==> src/rtl/cluster_boot_seq_pkg.sv <==
// rtl/cluster_boot_seq_pkg.sv - shared types and helpers for the cluster boot sequencer
package cluster_boot_seq_pkg;

    typedef enum logic [2:0] {
        ST_IDLE,
        ST_DELAY,
        ST_REQ,
        ST_RSP,
        ST_IRQ,
        ST_ERROR
    } state_e;

    // Bit position of core `core` of cluster `cluster` within the flat msip vector
    function automatic int unsigned msip_idx(input int unsigned cluster,
                                             input int unsigned core,
                                             input int unsigned nr_cores);
        return cluster * nr_cores + core;
    endfunction

endpackage

==> src/rtl/cluster_boot_seq_timer.sv <==
// rtl/cluster_boot_seq_timer.sv - loadable down-counter shared by the delay and irq-hold phases
module cluster_boot_seq_timer #(
    parameter int unsigned Width = 4
) (
    input  logic             clk_i,
    input  logic             rst_i,
    input  logic             load_i,
    input  logic [Width-1:0] load_val_i,
    input  logic             dec_i,
    output logic             expired_o
);

    logic [Width-1:0] cnt_q;
    logic [Width-1:0] cnt_d;

    // Load wins over decrement; decrement saturates at zero
    always_comb begin
        cnt_d = cnt_q;
        if (load_i) begin
            cnt_d = load_val_i;
        end else if (dec_i && (cnt_q != '0)) begin
            cnt_d = cnt_q - 1'b1;
        end
    end

    // Counter register
    always_ff @(posedge clk_i or posedge rst_i) begin
        if (rst_i) begin
            cnt_q <= '0;
        end else begin
            cnt_q <= cnt_d;
        end
    end

    // Expired one count early so the owning state leaves on the edge the count reaches zero
    assign expired_o = (cnt_q <= Width'(1));

endmodule

==> src/rtl/cluster_boot_seq.sv <==
// rtl/cluster_boot_seq.sv - boots every cluster via scratch writes then pulses msip (option: CLUSTER_BOOT_SEQ_RETRY_EN)
module cluster_boot_seq
    import cluster_boot_seq_pkg::*;
#(
    parameter int unsigned          NrClusters    = 2,
    parameter int unsigned          NrCores       = 9,
    parameter int unsigned          AddrWidth     = 48,
    parameter int unsigned          DataWidth     = 32,
    parameter logic [AddrWidth-1:0] ClusterStride = AddrWidth'('h40000),
    parameter logic [AddrWidth-1:0] ScratchOffset = AddrWidth'('h180),
    parameter int unsigned          BootDelay     = 1000,
    parameter int unsigned          IrqHold       = 16
`ifdef CLUSTER_BOOT_SEQ_RETRY_EN
    ,
    parameter int unsigned          MaxRetries    = 3
`endif
) (
    input  logic                          clk_i,
    input  logic                          rst_i,
    input  logic                          start_i,
    input  logic [AddrWidth-1:0]          base_addr_i,
    input  logic [DataWidth-1:0]          entry_point_i,
    output logic                          req_valid_o,
    input  logic                          req_ready_i,
    output logic [AddrWidth-1:0]          req_addr_o,
    output logic [DataWidth-1:0]          req_data_o,
    input  logic                          rsp_valid_i,
    input  logic                          rsp_error_i,
    output logic [NrClusters*NrCores-1:0] msip_o,
    output logic                          busy_o,
    output logic                          done_o,
    output logic                          error_o
);

    localparam int unsigned TimerMax   = (BootDelay > IrqHold) ? BootDelay : IrqHold;
    localparam int unsigned TimerWidth = $clog2(TimerMax + 1);
    localparam int unsigned IdxWidth   = (NrClusters > 1) ? $clog2(NrClusters) : 1;
    localparam int unsigned MsipWidth  = NrClusters * NrCores;
    localparam logic [IdxWidth-1:0] LastIdx = IdxWidth'(NrClusters - 1);

    function automatic logic [MsipWidth-1:0] all_msip();
        logic [MsipWidth-1:0] m;
        m = '0;
        for (int unsigned c = 0; c < NrClusters; c++) begin
            for (int unsigned k = 0; k < NrCores; k++) begin
                m = m | (MsipWidth'(1) << msip_idx(c, k, NrCores));
            end
        end
        return m;
    endfunction

    localparam logic [MsipWidth-1:0] MsipAll = all_msip();

    // Scratch register address of a cluster; wraps modulo 2^AddrWidth
    function automatic logic [AddrWidth-1:0] scratch_addr(input logic [AddrWidth-1:0] base,
                                                          input logic [IdxWidth-1:0]  idx);
        return base + AddrWidth'(idx) * ClusterStride + ScratchOffset;
    endfunction

    state_e                 state_q;
    logic [AddrWidth-1:0]   base_q;
    logic [DataWidth-1:0]   entry_q;
    logic [IdxWidth-1:0]    idx_q;
    logic [IdxWidth-1:0]    idx_inc;
    logic                   req_valid_q;
    logic [AddrWidth-1:0]   req_addr_q;
    logic [MsipWidth-1:0]   msip_q;
    logic                   busy_q;
    logic                   done_q;
    logic                   error_q;

    logic                   tmr_load;
    logic [TimerWidth-1:0]  tmr_val;
    logic                   tmr_dec;
    logic                   tmr_expired;

`ifdef CLUSTER_BOOT_SEQ_RETRY_EN
    localparam int unsigned RetryWidth = (MaxRetries > 0) ? $clog2(MaxRetries + 1) : 1;
    logic [RetryWidth-1:0]  retry_q;
`endif

    assign idx_inc = idx_q + 1'b1;

    // Timer is loaded on start and on the last good response, counted down in Delay and Irq
    always_comb begin
        tmr_load = 1'b0;
        tmr_val  = '0;
        tmr_dec  = 1'b0;
        case (state_q)
            ST_IDLE: begin
                if (start_i) begin
                    tmr_load = 1'b1;
                    tmr_val  = TimerWidth'(BootDelay);
                end
            end
            ST_DELAY, ST_IRQ: tmr_dec = 1'b1;
            ST_RSP: begin
                if (rsp_valid_i && !rsp_error_i && (idx_q == LastIdx)) begin
                    tmr_load = 1'b1;
                    tmr_val  = TimerWidth'(IrqHold);
                end
            end
            default: ;
        endcase
    end

    cluster_boot_seq_timer #(
        .Width (TimerWidth)
    ) i_timer (
        .clk_i      (clk_i),
        .rst_i      (rst_i),
        .load_i     (tmr_load),
        .load_val_i (tmr_val),
        .dec_i      (tmr_dec),
        .expired_o  (tmr_expired)
    );

    // Sequencer FSM with all outputs registered alongside the state
    always_ff @(posedge clk_i or posedge rst_i) begin
        if (rst_i) begin
            state_q     <= ST_IDLE;
            base_q      <= '0;
            entry_q     <= '0;
            idx_q       <= '0;
            req_valid_q <= 1'b0;
            req_addr_q  <= '0;
            msip_q      <= '0;
            busy_q      <= 1'b0;
            done_q      <= 1'b0;
            error_q     <= 1'b0;
`ifdef CLUSTER_BOOT_SEQ_RETRY_EN
            retry_q     <= '0;
`endif
        end else begin
            done_q <= 1'b0;
            case (state_q)
                ST_IDLE: begin
                    if (start_i) begin
                        base_q     <= base_addr_i;
                        entry_q    <= entry_point_i;
                        idx_q      <= '0;
                        req_addr_q <= scratch_addr(base_addr_i, '0);
                        error_q    <= 1'b0;
                        busy_q     <= 1'b1;
`ifdef CLUSTER_BOOT_SEQ_RETRY_EN
                        retry_q    <= '0;
`endif
                        if (BootDelay == 0) begin
                            req_valid_q <= 1'b1;
                            state_q     <= ST_REQ;
                        end else begin
                            state_q     <= ST_DELAY;
                        end
                    end
                end
                ST_DELAY: begin
                    if (tmr_expired) begin
                        req_valid_q <= 1'b1;
                        state_q     <= ST_REQ;
                    end
                end
                ST_REQ: begin
                    if (req_ready_i) begin
                        req_valid_q <= 1'b0;
                        state_q     <= ST_RSP;
                    end
                end
                ST_RSP: begin
                    if (rsp_valid_i) begin
                        if (!rsp_error_i) begin
                            if (idx_q == LastIdx) begin
                                msip_q  <= MsipAll;
                                state_q <= ST_IRQ;
                            end else begin
                                idx_q       <= idx_inc;
                                req_addr_q  <= scratch_addr(base_q, idx_inc);
                                req_valid_q <= 1'b1;
                                state_q     <= ST_REQ;
`ifdef CLUSTER_BOOT_SEQ_RETRY_EN
                                retry_q     <= '0;
`endif
                            end
                        end
`ifdef CLUSTER_BOOT_SEQ_RETRY_EN
                        else if (retry_q < RetryWidth'(MaxRetries)) begin
                            retry_q     <= retry_q + 1'b1;
                            req_valid_q <= 1'b1;
                            state_q     <= ST_REQ;
                        end
`endif
                        else begin
                            error_q <= 1'b1;
                            busy_q  <= 1'b0;
                            state_q <= ST_ERROR;
                        end
                    end
                end
                ST_IRQ: begin
                    if (tmr_expired) begin
                        msip_q  <= '0;
                        done_q  <= 1'b1;
                        busy_q  <= 1'b0;
                        state_q <= ST_IDLE;
                    end
                end
                ST_ERROR: state_q <= ST_IDLE;
                default:  state_q <= ST_IDLE;
            endcase
        end
    end

    assign req_valid_o = req_valid_q;
    assign req_addr_o  = req_addr_q;
    assign req_data_o  = entry_q;
    assign msip_o      = msip_q;
    assign busy_o      = busy_q;
    assign done_o      = done_q;
    assign error_o     = error_q;

endmodule

==> config.mk <==
export PLATFORM = sky130hd
export DESIGN_NAME = cluster_boot_seq
export DESIGN_NICKNAME = d
export VERILOG_FILES = /design/src/rtl/cluster_boot_seq_pkg.sv /design/src/rtl/cluster_boot_seq_timer.sv /design/src/rtl/cluster_boot_seq.sv
export SDC_FILE = /design/constraint.sdc
export NUM_CORES = 1
export LEC_CHECK = 0
export BUFFER_PORTS_ARGS = -buffer_cell sky130_fd_sc_hd__buf_4
export CAP_MARGIN = 0
export CORE_MARGIN = 1
export CORE_UTILIZATION = 51
export DETAILED_ROUTE_END_ITERATION = 8
export GPL_TIMING_DRIVEN = 0
export PLACE_DENSITY_LB_ADDON = 0.2
export SLEW_MARGIN = 15
export SYNTH_ARGS = -nofsm -noshare
export SYNTH_HDL_FRONTEND = slang
export SYNTH_SLANG_ARGS = --single-unit
==> constraint.sdc <==
create_clock -name clk_i -period 6.5 [get_ports clk_i]
set_clock_uncertainty 0.1 [all_clocks]
set_input_delay 0.325 -clock clk_i [delete_from_list [all_inputs] [get_ports clk_i]]
set_output_delay 0.325 -clock clk_i [all_outputs]
set_load 0.02 [all_outputs]
==> results.cfg <==
[worst_setup_path]
crit_top_cell = o21ai_1
reg2regPathDepth = 7
cp.required_ns = 6.75
critPathSlowestCell = clkbuf_1
timing.rr.start = state_q[0]$_DFFE_PP0P_
path_buf_inv = 1
critPathKind = reg -> reg
r2r-end = req_addr_o[26]$_DFFE_PP0P_
worstPathArrival_ns = 3.05
slowest_delay_ns = 0.57
worstSetupEndpointType = register
critPathTopFamily = simple AND/OR/NAND/NOR gates
cp_max_fo = 10
crit_path_start_kind = register
path_cells = or3b_1 -> a21oi_1 -> o21ai_1 -> nor2_1 -> clkbuf_1 -> a22oi_1 -> o21ai_1
r2r_slack_ns = 3.70

[clocking]
htreeDepth = 4
cts.sinks = 147
cts_root_buffer = clkbuf_16
clk_pin_slew_ns = 0.06
ctsLongestPathBuffers = 2
cts_tree = done
clock_latency_ns = 0.43
post_cts_resized = 0
cts_made_buffers = 17

[logic_synthesis]
ys_seq_area_frac = 0.477
yosysMostFrequentCell = nand2_1
ys_ff_latch = 147
synth.top_cell.area_share = 0.477
synth_cell_types = 60
syn-num-nets = 989
synthArstFlopShare = 1.00
postSynthAreaPerCell_sq_um = 8.59
yosys_warnings = 0
synth_enable_flop_cells = 0
syn_area_sq_um = 7710
synth_common_cells = 306 x nand2_1, 147 x dfrtp_1, 46 x nor2_1
ys_top_cells_by_area = dfrtp_1 48%, nand2_1 15%, xnor2_1 4.7%
ys_dominant_reg_cell = dfrtp_1
synth_area_leader_cell = dfrtp_1
syn_inst = 897

[power_and_ir_drop]
power_density_nw_per_um2 = 264
p_leak_nw = 4.94
total_power_mw = 2.74
peakVddDrop_mv = 0.178

[sta]
finalMaxSlewViolations = 0
setup_viol = 0
rsz0062_at_grt = no
fin_crit_sh = 0.430
hold_viol = 0
fin_tns_setup_ns = 0
timing.fmax_ghz = 0.358
relSlewSlack = 0.284
max_slew.worst_pin.slew_ns = 1.06
post-route-min-period_ns = 2.80

[global_routing]
grt_pass1_wl_um = 36900
grt.busiest_layer = met2
grt_max_degree = 99
track_usage = 0.303
use_met1 = 0.398
grt_pass1_vias = 7196
antenna_found_initial = 0
grt_use_met2 = 0.478
globalRouteMet3Util = 0.0591
grt_overflow_total = 0

[route]
vias_per_cell = 5.58
wl_um = 22700
postRouteAntennaNets = 0
first_pass_iters = 8
first_iter_violations = 586
routedWlPerCell_um = 17.0
drc = 28
num_vias = 7459

[die]
initial_core_util = 0.526
io_pins = 188
chipHeight_um = 125
core_area_sq_um = 14600
row_count = 44
die_w_um = 125
design.die.area_sq_um = 15600

[worst_hold_path]
hold_path_depth = 3
hold_end = req_data_o[29]$_DFFE_PP0P_
worstHoldPathType = in -> reg
min_from = entry_point_i[29]

[final_layout]
num-nets-final = 1232
n_fill_cell = 1149
area_growth_pct = 34.5
num_antenna_cells = 0
drive_gt1_frac = 0.223

[run]
cap_violations = 0

[placed_design]
routabilityCongestion = 0.871
hpwl_um = 15600
port_buffers = 187

[status]
failed_checks = DRC
outcome = complete, but fails checks
## registers in the layout (all words and copies together), names as in the netlist
| name | cells |
|---|---|
| base_q | 48 |
| req_addr_o | 48 |
| req_data_o | 32 |
| i_timer.cnt_q | 10 |
| state_q | 3 |
| busy_o | 1 |
| done_o | 1 |
| error_o | 1 |
| idx_q | 1 |
| msip_o | 1 |
| req_valid_o | 1 |
## timing repair
action | in CTS | in global routing
hold endpoints to repair | 83 | 1
setup buffers | 0 | 0
hold buffers | 35 | 1
## metrics by stage
step	worst slack, ns	util	std cells	hold slack, ns	area, sq um
after floorplan	2.12	-	897	0.330	7710
after global placement	0.335	0.638	1268	0.357	9340
after detailed placement	3.75	0.640	1269	0.250	9380
after CTS	3.74	0.707	1335	0.000669	10400
after global routing	3.44	0.708	1336	0.00766	10400
final	3.70	0.708	1336	0.00646	10400
## layout by cell type (no fill, tap or decap), types with 3 or more instances in the layout
cell type,synthesis,routed
clkinvlp_4,0,3
inv_1,14,13
dlygate4sd3_1,0,36
nand3_1,27,27
buf_4,17,204
dfrtp_1,147,147
o221ai_1,6,6
o21ai_1,12,12
xor2_1,41,41
a21oi_1,18,18
nand2_1,306,306
buf_2,8,8
or4_1,5,5
and2_1,4,4
o22ai_1,9,9
bufinv_16,0,4
a22oi_1,12,12
nor2_1,46,46
nand4_1,25,25
clkbuf_16,0,17
nor4_2,3,3
and3_1,8,8
xnor2_1,41,41
or3_1,4,4
nor3_1,16,16
ha_1,6,6
clkbuf_1,32,34
nor4_1,3,3
and4_1,8,8
o21ai_0,30,30
a41oi_1,3,3
a31oi_1,9,9
clkbuf_8,0,3
## routing by layer
metal,up-vias,routed length [um]
met5,-,0
met2,356,10700
met3,70,1680
li1,3504,-
met1,3529,9420
met4,0,891
## cell families (layout without fill, tap and decap cells)
group	after synthesis	count (layout)	share of synthesized area
and+or+nand+nor	467	467	0.270
DFF	147	147	0.477
AOI/OAI and AO/OA	121	121	0.102
xor gates and xnor gates	82	82	0.0932
buffers and inverters	73	328	0.0461
adders and majority gates	6	6	0.00974
muxes	1	1	0.00146
## how the worst max path moves through the flow
stage / from / end / slack [ns] / cells past startpoint
after floorplan: rst_i / base_q[0]$_DFFE_PP0P_ / 2.12 / 1
after CTS: state_q[0]$_DFFE_PP0P_ / req_data_o[26]$_DFFE_PP0P_ / 3.74 / 8
after global placement: rst_i / msip_o[16]$_DFFE_PP0P_ / 0.33 / 2
after global routing: state_q[0]$_DFFE_PP0P_ / req_addr_o[26]$_DFFE_PP0P_ / 3.44 / 7
final: state_q[0]$_DFFE_PP0P_ / req_addr_o[26]$_DFFE_PP0P_ / 3.70 / 7
after detailed placement: base_addr_i[7] / req_addr_o[39]$_DFFE_PP0P_ / 3.75 / 9
## worst register-to-register path, stage by stage (launching register included)
cell and delay (ns):
dfrtp_1 0.38, or3b_1 0.37, a21oi_1 0.37, o21ai_1 0.16
nor2_1 0.50, clkbuf_1 0.57, a22oi_1 0.16, o21ai_1 0.11
## where the power goes
part           internal, mW  switching [mW]
logic                 0.245           0.284
clock network         0.669           0.379
registers              1.04           0.117
## final cells by class
type | instances | area [sq um] | share of cell area
clock buffers | 22 | 474 | 0.0458
flip-flops and latches | 147 | 3680 | 0.355
well taps | 184 | 230 | 0.0222
multi-input cells | 677 | 3670 | 0.355
repair buffers | 224 | 1790 | 0.173
clock inverters | 9 | 153 | 0.0147
inverters | 14 | 60.1 | 0.00579
plain buffers | 59 | 303 | 0.0292
Power figures use the tool's default switching activity.
